### config.mk
export PLATFORM = sky130hd
export DESIGN_NAME = fpu_wb_ctrl_flat
export DESIGN_NICKNAME = d
export VERILOG_FILES = /design/src/rtl/fpu_wb_ctrl_if.sv /design/src/rtl/fpu_wb_ctrl.sv /design/src/flat_wrapper.sv
export SDC_FILE = /design/constraint.sdc
export NUM_CORES = 1
export LEC_CHECK = 0
export BUFFER_PORTS_ARGS = -buffer_cell sky130_fd_sc_hd__buf_2
export CAP_MARGIN = 20
export CORE_UTILIZATION = 40
export DETAILED_ROUTE_END_ITERATION = 10
export GPL_ROUTABILITY_DRIVEN = 0
export PLACE_DENSITY = 0.67
export SYNTH_ARGS = -nofsm -noshare
export SYNTH_HDL_FRONTEND = slang
export SYNTH_SLANG_ARGS = --single-unit
### constraint.sdc
create_clock -name i_clk -period 7.48 [get_ports i_clk]
set_clock_uncertainty 0.1 [all_clocks]
set_input_delay 1.496 -clock i_clk [delete_from_list [all_inputs] [get_ports i_clk]]
set_output_delay 1.496 -clock i_clk [all_outputs]
set_load 0.005 [all_outputs]
### src/rtl/fpu_wb_ctrl_if.sv
// rtl/fpu_wb_ctrl_if.sv - issue, result and writeback handshakes between the FPU pipeline and fpu_wb_ctrl
//
// Signal names are taken from the controller's point of view (i_* into it, o_* out of it).
//   issue     : i_iss_fire, i_iss_rd, o_iss_allow
//   result    : i_res_valid, o_res_ready, i_res_data, i_res_fflags
//   writeback : o_wb_valid, i_wb_ready, o_wb_rd, o_wb_data
// slave  modport: the controller side.
// master modport: the pipeline / register-file side.

interface fpu_wb_ctrl_if #(
    parameter int FLEN  = 32,
    parameter int TAG_W = 5
);
    logic             i_iss_fire;
    logic [TAG_W-1:0] i_iss_rd;
    logic             o_iss_allow;

    logic             i_res_valid;
    logic             o_res_ready;
    logic [FLEN-1:0]  i_res_data;
    logic [4:0]       i_res_fflags;

    logic             o_wb_valid;
    logic             i_wb_ready;
    logic [TAG_W-1:0] o_wb_rd;
    logic [FLEN-1:0]  o_wb_data;

    modport slave (
        input  i_iss_fire, i_iss_rd,
        output o_iss_allow,
        input  i_res_valid, i_res_data, i_res_fflags,
        output o_res_ready,
        output o_wb_valid, o_wb_rd, o_wb_data,
        input  i_wb_ready
    );

    modport master (
        output i_iss_fire, i_iss_rd,
        input  o_iss_allow,
        output i_res_valid, i_res_data, i_res_fflags,
        input  o_res_ready,
        input  o_wb_valid, o_wb_rd, o_wb_data,
        output i_wb_ready
    );
endinterface

### src/rtl/fpu_wb_ctrl.sv
// rtl/fpu_wb_ctrl.sv - in-order FPU result writeback buffer and floating-point CSR owner
//
// Records the destination register of every issued FPU op, collects results in
// issue order, retires them in order to the register file, accumulates retired
// exception flags into fflags and supplies the dynamic rounding mode.
//   i_clk, i_rst     : clock, asynchronous active-high reset
//   bus (slave)      : issue / result / writeback handshakes
//   i_csr_we/addr/wdata, o_csr_rdata : CSR access (0x001 fflags, 0x002 frm, 0x003 fcsr)
//   o_frm, o_frm_invalid             : rounding mode to the FPU, reserved-value flag

module fpu_wb_ctrl #(
    parameter int FLEN  = 32,
    parameter int DEPTH = 4,
    parameter int TAG_W = 5
) (
    input  logic                i_clk,
    input  logic                i_rst,
    fpu_wb_ctrl_if.slave        bus,
    input  logic                i_csr_we,
    input  logic [11:0]         i_csr_addr,
    input  logic [31:0]         i_csr_wdata,
    output logic [31:0]         o_csr_rdata,
    output logic [2:0]          o_frm,
    output logic                o_frm_invalid
);
    localparam int PTR_W = $clog2(DEPTH);
    localparam int CNT_W = PTR_W + 1;

    localparam logic [11:0] ADDR_FFLAGS = 12'h001;
    localparam logic [11:0] ADDR_FRM    = 12'h002;
    localparam logic [11:0] ADDR_FCSR   = 12'h003;

    logic [TAG_W-1:0] rd_q   [DEPTH];
    logic [FLEN-1:0]  data_q [DEPTH];
    logic [4:0]       flg_q  [DEPTH];

    logic [PTR_W-1:0] tag_ptr_q, tag_ptr_d;
    logic [PTR_W-1:0] res_ptr_q, res_ptr_d;
    logic [PTR_W-1:0] head_ptr_q, head_ptr_d;
    logic [CNT_W-1:0] tag_cnt_q, tag_cnt_d;
    logic [CNT_W-1:0] res_cnt_q, res_cnt_d;
    logic [4:0]       fflags_q, fflags_d;
    logic [2:0]       frm_q, frm_d;

    logic iss_push, res_push, wb_pop;
    logic unused_wdata;

    // Handshake outputs depend on registered counters only, so a full buffer
    // does not admit a new issue in the same cycle a writeback frees a slot.
    assign bus.o_iss_allow = (tag_cnt_q < CNT_W'(DEPTH));
    assign bus.o_res_ready = (res_cnt_q < tag_cnt_q);
    assign bus.o_wb_valid  = (res_cnt_q != '0);
    assign bus.o_wb_rd     = rd_q[head_ptr_q];
    assign bus.o_wb_data   = data_q[head_ptr_q];

    // An issue fired while full is dropped rather than overwriting a live entry.
    assign iss_push = bus.i_iss_fire & bus.o_iss_allow;
    assign res_push = bus.i_res_valid & bus.o_res_ready;
    assign wb_pop   = bus.o_wb_valid & bus.i_wb_ready;

    assign o_frm         = frm_q;
    assign o_frm_invalid = (frm_q >= 3'd5);
    assign unused_wdata  = ^i_csr_wdata[31:8];

    always_comb begin
        tag_ptr_d  = iss_push ? tag_ptr_q + PTR_W'(1) : tag_ptr_q;
        res_ptr_d  = res_push ? res_ptr_q + PTR_W'(1) : res_ptr_q;
        head_ptr_d = wb_pop   ? head_ptr_q + PTR_W'(1) : head_ptr_q;
        tag_cnt_d  = tag_cnt_q + CNT_W'(iss_push) - CNT_W'(wb_pop);
        res_cnt_d  = res_cnt_q + CNT_W'(res_push) - CNT_W'(wb_pop);
    end

    // The retiring op is older than any same-cycle CSR write, so its flags
    // are ORed on top of the written value instead of being lost.
    always_comb begin
        fflags_d = fflags_q;
        frm_d    = frm_q;
        if (i_csr_we) begin
            case (i_csr_addr)
                ADDR_FFLAGS: fflags_d = i_csr_wdata[4:0];
                ADDR_FRM:    frm_d    = i_csr_wdata[2:0];
                ADDR_FCSR: begin
                    fflags_d = i_csr_wdata[4:0];
                    frm_d    = i_csr_wdata[7:5];
                end
                default: ;
            endcase
        end
        if (wb_pop) begin
            fflags_d = fflags_d | flg_q[head_ptr_q];
        end
    end

    always_comb begin
        o_csr_rdata = '0;
        case (i_csr_addr)
            ADDR_FFLAGS: o_csr_rdata = {27'd0, fflags_q};
            ADDR_FRM:    o_csr_rdata = {29'd0, frm_q};
            ADDR_FCSR:   o_csr_rdata = {24'd0, frm_q, fflags_q};
            default:     o_csr_rdata = '0;
        endcase
    end

    always_ff @(posedge i_clk or posedge i_rst) begin
        if (i_rst) begin
            tag_ptr_q  <= '0;
            res_ptr_q  <= '0;
            head_ptr_q <= '0;
            tag_cnt_q  <= '0;
            res_cnt_q  <= '0;
            fflags_q   <= '0;
            frm_q      <= '0;
            for (int i = 0; i < DEPTH; i++) begin
                rd_q[i]   <= '0;
                data_q[i] <= '0;
                flg_q[i]  <= '0;
            end
        end else begin
            tag_ptr_q  <= tag_ptr_d;
            res_ptr_q  <= res_ptr_d;
            head_ptr_q <= head_ptr_d;
            tag_cnt_q  <= tag_cnt_d;
            res_cnt_q  <= res_cnt_d;
            fflags_q   <= fflags_d;
            frm_q      <= frm_d;
            if (iss_push) begin
                rd_q[tag_ptr_q] <= bus.i_iss_rd;
            end
            if (res_push) begin
                data_q[res_ptr_q] <= bus.i_res_data;
                flg_q[res_ptr_q]  <= bus.i_res_fflags;
            end
        end
    end
endmodule
### src/flat_wrapper.sv
// flat-port wrapper written by rule: the top's interface ports become plain ports
module fpu_wb_ctrl_flat 
#(
    parameter int FLEN  = 32,
    parameter int DEPTH = 4,
    parameter int TAG_W = 5
)
  (i_clk, i_rst, i_csr_we, i_csr_addr, i_csr_wdata, o_csr_rdata, o_frm, o_frm_invalid, bus_i_iss_fire, bus_i_iss_rd, bus_o_iss_allow, bus_i_res_valid, bus_i_res_data, bus_i_res_fflags, bus_o_res_ready, bus_o_wb_valid, bus_o_wb_rd, bus_o_wb_data, bus_i_wb_ready);
  fpu_wb_ctrl_if #(.FLEN(FLEN), .TAG_W(TAG_W)) bus_i ();
  input  logic i_clk;
  input  logic i_rst;
  input  logic i_csr_we;
  input  logic [11:0] i_csr_addr;
  input  logic [31:0] i_csr_wdata;
  output logic [31:0] o_csr_rdata;
  output logic [2:0] o_frm;
  output logic o_frm_invalid;
  input wire logic [$bits(bus_i.i_iss_fire)-1:0] bus_i_iss_fire;
  input wire logic [$bits(bus_i.i_iss_rd)-1:0] bus_i_iss_rd;
  output wire logic [$bits(bus_i.o_iss_allow)-1:0] bus_o_iss_allow;
  input wire logic [$bits(bus_i.i_res_valid)-1:0] bus_i_res_valid;
  input wire logic [$bits(bus_i.i_res_data)-1:0] bus_i_res_data;
  input wire logic [$bits(bus_i.i_res_fflags)-1:0] bus_i_res_fflags;
  output wire logic [$bits(bus_i.o_res_ready)-1:0] bus_o_res_ready;
  output wire logic [$bits(bus_i.o_wb_valid)-1:0] bus_o_wb_valid;
  output wire logic [$bits(bus_i.o_wb_rd)-1:0] bus_o_wb_rd;
  output wire logic [$bits(bus_i.o_wb_data)-1:0] bus_o_wb_data;
  input wire logic [$bits(bus_i.i_wb_ready)-1:0] bus_i_wb_ready;
  assign bus_i.i_iss_fire = bus_i_iss_fire;
  assign bus_i.i_iss_rd = bus_i_iss_rd;
  assign bus_o_iss_allow = bus_i.o_iss_allow;
  assign bus_i.i_res_valid = bus_i_res_valid;
  assign bus_i.i_res_data = bus_i_res_data;
  assign bus_i.i_res_fflags = bus_i_res_fflags;
  assign bus_o_res_ready = bus_i.o_res_ready;
  assign bus_o_wb_valid = bus_i.o_wb_valid;
  assign bus_o_wb_rd = bus_i.o_wb_rd;
  assign bus_o_wb_data = bus_i.o_wb_data;
  assign bus_i.i_wb_ready = bus_i_wb_ready;
  fpu_wb_ctrl #(.FLEN(FLEN), .DEPTH(DEPTH), .TAG_W(TAG_W)) u_core (.i_clk(i_clk), .i_rst(i_rst), .bus(bus_i), .i_csr_we(i_csr_we), .i_csr_addr(i_csr_addr), .i_csr_wdata(i_csr_wdata), .o_csr_rdata(o_csr_rdata), .o_frm(o_frm), .o_frm_invalid(o_frm_invalid));
endmodule
# Word-level counts from Yosys, hierarchy flattened
# Index checks and enable logic that the tools add are counted.
# op_classes
order_cmp	8
n_addsub	7
n_bitwise	7
n_reduce_logical	6
mux	23
eq_ne	3
# op_table
op	count
$bwmux 128	1
$mux 32	3
$bmux 32 s2	1
$demux 32 s2	1
$mux 5	9
$bwmux 20	2
$eq 12x2->1 const B	2
$pmux 8 s3	1
$bmux 5 s2	2
$demux 5 s2	2
$eq 12x1->1 const B	1
$ge 3x3->1 const B	4
$not 2->3	3
$add 2x1->2 const B	3
$add 3x1->3	2
$lt 3x1->1 const B	2
$pmux 3 s2	1
$sub 3x1->3	2
$or 5x5->5	1
$and 1x1->1	3
$lt 3x3->1	1
$lt 3x3->1 const B	1
$reduce_bool 3->1	1
$logic_and 1x1->1	2
other kinds (3)	3
# word_totals
reg_bits	188
elab_cells	73
input_bits	92
output_inout_bits	76

# Depth between registers and ports, before layout
# Gate-level depths: netlist (run 1).
# logic_depth
depth_word	6
ltp_mapped	9
depth_no_buf	8

# Worst setup path before layout (run 1)
# OpenSTA, ideal clock, no wires.
# synth_timing
path_kind	input to output
startpoint	input i_csr_addr[2]
endpoint	output o_csr_rdata[5]
path_slack_ns	3.242
n_path_buf	0
path_stages	4
arrival_time_ns	2.642
path_cell_list	or3_1 nor4_1 and2_1 and3_1
# synth_via
elab_chain_len	2
word_cells_on_any_way	4
cone_classes	eq/ne: 3; mux: 1
# synth_lines
item	line	text
from (decl)	flat_wrapper.sv:13	input logic [11:0] i_csr_addr;
$eq 12x2->1 or $eq 12x1->1 (tied branches)	fpu_wb_ctrl.sv:96	case (i_csr_addr)
$pmux 8 s3 (*)	fpu_wb_ctrl.sv:96	
to (decl)	flat_wrapper.sv:15	output logic [31:0] o_csr_rdata;
# Mark *: on every way between the ends. The rest lies on a longest branch, timed or not.

# Worst setup path in the final report (run 1)
# Ends and elaborated chain as after synthesis.

==> results of run 1 <==
==> worst max-delay path: cells and delay by family <==
family	cells	cell delay (ps)
buf+inv	2	210
simple gates	4	1450
==> sequential cells by signal, summed over array words and instances (netlist names) <==
| register | cells |
|---|---|
| u_core.tag_cnt_q | 3 |
| u_core.fflags_q | 5 |
| u_core.data_q | 128 |
| u_core.o_frm | 3 |
| u_core.rd_q | 20 |
| u_core.flg_q | 20 |
| u_core.res_cnt_q | 3 |
| u_core.head_ptr_q | 2 |
| u_core.res_ptr_q | 2 |
| u_core.tag_ptr_q | 2 |
==> power groups by stage <==
stage / registers [uW] / logic [uW] / clock network, uW
4_1_cts: 1860 / 1790 / 929
3_5_place_dp: 1880 / 1780 / 0
3_3_place_gp: 1820 / 1700 / 0
5_1_grt: 1930 / 1900 / 972
6_report: 1860 / 1750 / 901
2_1_floorplan: 1690 / 1430 / 0
==> worst max path at each step <==
stage / startpoint / endpoint / slack (ps)
2_1_floorplan: i_rst / u_core.data_q[0] / 770
3_3_place_gp: i_csr_addr[2] / o_csr_rdata[6] / 2890
3_5_place_dp: i_csr_addr[2] / o_csr_rdata[5] / 2770
4_1_cts: i_csr_addr[2] / o_csr_rdata[5] / 2760
5_1_grt: i_csr_addr[2] / o_csr_rdata[5] / 2560
6_report: i_csr_addr[2] / o_csr_rdata[5] / 2740
==> cells in the mapped netlist <==
library cell    n  area, um2
buf_2           4      20.02
a22oi_1         4      30.03
a21oi_1         3      15.01
mux2_4          8      120.1
o21ai_0         2      10.01
nand4bb_1       1      11.26
or2_2           2      12.51
dfrtp_1       188       4705
a311oi_4        1      26.28
buf_1           1      3.750
mux4_2         42      945.9
nor2b_1         1      6.260
ha_1           14      175.2
inv_1          15      56.30
nor2_1          6      22.52
fa_1            2      40.04
buf_4          24      180.2
a31oi_1         1      6.260
mux2_2        166       1869
nand3_1         2      10.01
xor2_1          2      17.52
or3_1           3      18.77
nand2_1        21      78.83
xnor2_1         6      52.55
o21a_1          1      7.510
a21o_1          1      7.510
clkbuf_1        8      30.03
nor4_1          2      12.51
buf_6          12      135.1
and2_1          2      12.51
or4_1           2      15.01
conb_1          1      3.750
nand2b_1        1      6.260
and3_1          5      31.28
nand2_4         4      45.04
==> per-stage QoR <==
step	util	area, um2	hold WS, ps	setup WS (ps)	cells
finish	0.4732	10040	392.2	2737	962
CTS	0.4718	10010	395.7	2763	960
global placement	0.4440	9422	380.8	2886	928
floorplan	-	8826	354.2	770.2	581
global route	0.4732	10040	414.3	2564	962
detailed placement	0.4440	9422	378.7	2772	928
==> logic make-up after synthesis <==
| logic type | count (synthesis) | synth area share |
|---|---|---|
| xor+xnor | 8 | 0.008018 |
| fa+ha+maj | 16 | 0.02462 |
| buf+inv | 64 | 0.04867 |
| mux | 216 | 0.3359 |
| flops | 188 | 0.5383 |
| compound gates | 13 | 0.01174 |
| other cells | 1 | 0.0004291 |
| simple gates | 52 | 0.03235 |
==> layer usage <==
| layer | GRT usage | up-vias |
|---|---|---|
| met5 | 0 | - |
| met4 | 0.05859 | 2 |
| met3 | 0.03994 | 24 |
| met2 | 0.2850 | 145 |
| met1 | 0.2034 | 2590 |
| li1 | - | 2209 |
==> area by class of cell <==
cell class / count / share of cell area
multi-input cells: 329 / 0.3681
well taps: 275 / 0.03427
repair buffers: 122 / 0.06355
diodes: 1 / 0.0002492
clock buffers: 19 / 0.04411
inverters: 15 / 0.006106
flip-flops and latches: 188 / 0.4690
clock inverters: 13 / 0.01458
==> flow_summary.toml, run 1 <==
[power_and_ir_drop]
ir_drop_mv = 0.1774
clkPwrFrac = 0.200
p_sw_frac = 0.3151
pwr-share-comb = 0.388
p_int_uw = 3086
power.density_nw_per_um2 = 448.7
p_switching_uw = 1420
p_leak_uw = 0.004602
seqPwrFrac = 0.412
total_power_uw = 4505

[cells_and_area]
area_delta_synth_final_pct = 14.89
most-common-layout-cells = "dfrtp_1 (186), mux2_2 (166), buf_2 (119)"
nFillCells = 1864
final_nets = 781
drive_gt1_frac = 0.5525
final_common_cell = "dfrtp_1"
multi_input_area_um2 = 3696
seqCellArea_um2 = 4710

[drt]
wl_mm = 17.53
drtAntennaViolNets = 0
vias = 4970
via_per_inst = 5.166
wl_met1_mm = 7.364
route.met2.wl_mm = 9.063
drt-wirelength-per-cell_um = 18.22
first_pass_iters = 4
drc = 0
routed-wl-met3_um = 793
drt-initial-drc-count = 243
top_layer_used = "met5"

[clock_network]
clock-root-buffer = "clkbuf_16"
cts_buffers = 17
hold_buffers = 0
insertion_delay_ps = 420
clockBufferDepth = 2
htree_levels = 4
path_clk_slew_ps = 70
cts.sinks = 188
cts_setup_buffers = 0
cts_tree = "done"
cts_resized = 0

[worst_setup_path]
critical_path.max_fanout = 4
r2r_start = "u_core.res_cnt_q[2]"
crit_type = "in -> out"
r2r_cells = 5
cp_data_required_time_ps = 5880
end_kind = "primary output"
critPathMostFrequentCell = "buf_2"
max_stage_delay_ps = 600
regToRegEndpoint = "u_core.data_q[18]"
arrival_ps = 3150
start_kind = "input port"
crit_chain = "buf_2 -> or3_1 -> nor4_1 -> and2_1 -> and3_1 -> buf_2"
cpMaxStageDelayCell = "nor4_1"
rrSetupSlack_ps = 4580

[sta]
setup_viol = 0
max_freq_mhz = 210.9
rsz0062_at_grt = "false"
fin_crit_sh = 0.6340
worst-slew-pin-transition_ps = 968.9
slew_viol_final = 0
tns_ps = 0
hold_viol_final = 0
relSlewSlack = 0.3541
min_period_ps = 4743

[yosys]
post_synth_num_cell_types = 35
ys_seq_elements = 188
synth_cells = 558
avgSynthCellArea_um2 = 15.66
netlist_area_um2 = 8740
ys_seq_area_frac = 0.5383
ys.warnings.count = 0

[die]
die_x_um = 149.8
io_pins = 168
die_h_um = 149.8
die_area_um2 = 22440
start_util = 0.4119
row_count = 53
core_um2 = 21220

[grt]
grt_pass1_vias = 5287
antenna_found_initial = 2
grt.total_usage = 0.1660
grt-ovfl-total = 0
grt_max_degree = 107
grt_pass1_wl_mm = 28.19

[hold_path]
min_to = "u_core.fflags_q[3]"
hold_path_class = "reg -> reg"
holdPathStages = 2
hp-start = "u_core.fflags_q[3]"

[run]
drv_cap = 0

[place]
io_buffers = 119
post-dp-hpwl_mm = 11.24

[status]
status = "finished clean"
Power figures use the tool's default switching activity.
==> inputs of run 2 (changes only) <==
==> constraint.sdc (replaced) <==
create_clock -name i_clk -period 4.9 [get_ports i_clk]
set_clock_uncertainty 0.1 [all_clocks]
set_input_delay 0.98 -clock i_clk [delete_from_list [all_inputs] [get_ports i_clk]]
set_output_delay 0.98 -clock i_clk [all_outputs]
set_load 0.005 [all_outputs]
==> run 2 against run 1 <==
Net effect:
- via count hardly changed
- largest cell class unchanged
- highest routed layer is now met4
- setup slack worse by 1500 ps
- sequential cell count stayed put
- clock power is 47% higher
- largest power group unchanged
- sequential power is 54% higher
- global-route usage is 0.10 points higher
- final area is 0.21% lower
- wire length is 0.35% lower
- core utilization is 0.10 points lower
- total power is 51% higher
- worst hold slack better by 11 ps
==> flow_summary.toml, run 2 (same netlist as run 1, synthesis figures left out) <==
[hold_path]
holdPathStages = 1
hold_path_class = "reg -> reg"
min_to = "u_core.rd_q[6]"
hp-start = "u_core.rd_q[6]"

[die]
core_um2 = 21220
die_h_um = 149.8
die_area_um2 = 22440
row_count = 53
start_util = 0.4119
die_x_um = 149.8
io_pins = 168

[worst_setup_path]
r2r_start = "u_core.res_cnt_q[2]"
regToRegEndpoint = "u_core.data_q[19]"
rrSetupSlack_ps = 1960
critical_path.max_fanout = 4
r2r_cells = 5
start_kind = "input port"
arrival_ps = 2560
crit_type = "in -> out"
cp_data_required_time_ps = 3820
end_kind = "primary output"

[clock_network]
hold_buffers = 0
path_clk_slew_ps = 70
clockBufferDepth = 2
cts_setup_buffers = 0
cts.sinks = 188
cts_tree = "done"
clock-root-buffer = "clkbuf_16"
htree_levels = 4
insertion_delay_ps = 430
cts_resized = 0
cts_buffers = 17

[sta]
tns_ps = 0
hold_viol_final = 0
worst-slew-pin-transition_ps = 984.1
fin_crit_sh = 0.7436
max_freq_mhz = 274.4
min_period_ps = 3644
relSlewSlack = 0.3439
slew_viol_final = 0
setup_viol = 0
rsz0062_at_grt = "false"

[drt]
drtAntennaViolNets = 0
vias = 4969
first_pass_iters = 8
via_per_inst = 5.171
drc = 0
drt-initial-drc-count = 169
wl_mm = 17.47
drt-wirelength-per-cell_um = 18.18

[power_and_ir_drop]
power.density_nw_per_um2 = 681.2
p_leak_uw = 0.004586
ir_drop_mv = 0.2898

[grt]
grt.total_usage = 0.1671
grt_pass1_vias = 5422
grt_max_degree = 89
grt-ovfl-total = 0
grt_pass1_wl_mm = 28.22
antenna_found_initial = 0

[cells_and_area]
nFillCells = 1834
area_delta_synth_final_pct = 14.65
final_nets = 781
reg.largest.list = "u_core.data_q: 128 flops, u_core.flg_q: 20 flops, u_core.rd_q: 20 flops"
antennaDiodeCount = 0
drive_gt1_frac = 0.5539
most-common-layout-cells = "dfrtp_1 (186), mux2_2 (166), buf_2 (119)"
largest_register = "u_core.data_q"
largest_reg_flops = 128
final_common_cell = "dfrtp_1"
final_cells = 961

[run]
drv_cap = 0

[place]
io_buffers = 119
post-dp-hpwl_mm = 11.33
placed_cells = 929

[status]
status = "finished clean"
==> run 2: cell count changes in the layout (fill, tap and decap cells not counted), sizes merged <==
cell,before,now
clkinv,3,5
inv,23,21
clkbuf,19,18
clkinvlp,1,3
diode,1,0
bufinv,1,0
==> run 2: per-layer routing <==
layer	part of all wire	up-vias	wire (um)	GRT usage
met4	0.019	0	338	0.06970
met5	0	-	0	0
met3	0.042	26	741	0.04055
li1	-	2205	-	-
met1	0.43	2592	7456	0.2082
met2	0.51	146	8935	0.2778
==> run 2: worst max-delay path, stage by stage <==
cell    delay, ps
buf_2          90
or3_1         420
nor4_1        550
and2_1        250
and3_1        160
buf_2         100
==> run 2: power breakdown <==
group	leakage, uW	internal, uW	switching (uW)
Clock	0.000276	683	635
Sequential	0.00224	2320	553
Combinational	0.00207	1650	981
==> run 2: how the worst max path moves through the flow <==
stage / endpoint / slack, ps / cells past startpoint / from
CTS: o_csr_rdata[5] / 1260 / 6 / i_csr_addr[2]
detailed placement: o_csr_rdata[5] / 1270 / 6 / i_csr_addr[2]
global placement: o_csr_rdata[6] / 1340 / 6 / i_csr_addr[2]
finish: o_csr_rdata[5] / 1260 / 6 / i_csr_addr[2]
floorplan: u_core.data_q[0] / 1400 / 1 / i_rst
global route: o_csr_rdata[5] / 1110 / 6 / i_csr_addr[2]
==> run 2: per-stage QoR <==
| stage | worst slack, ps | area (um2) | power [uW] | utilization | hold slack (ps) |
|---|---|---|---|---|---|
| global placement | 1343 | 9453 | 5375 | 0.4455 | 373.4 |
| floorplan | 1400 | 8830 | 4757 | - | 354.2 |
| CTS | 1265 | 10020 | 6927 | 0.4722 | 402.7 |
| global route | 1112 | 10020 | 7250 | 0.4722 | 411.9 |
| detailed placement | 1267 | 9453 | 5585 | 0.4455 | 386.1 |
| finish | 1256 | 10020 | 6825 | 0.4722 | 403.3 |
==> run 2: layout make-up <==
cell class | instances | area, um2 | area share
timing repair buffer | 122 | 643.1 | 0.06419
sequential | 188 | 4710 | 0.4700
clock inverter | 14 | 127.6 | 0.01274
multi-input combinational | 329 | 3696 | 0.3689
inverter | 15 | 60.06 | 0.005994
tap | 275 | 344.1 | 0.03434
clock buffer | 18 | 439.2 | 0.04383
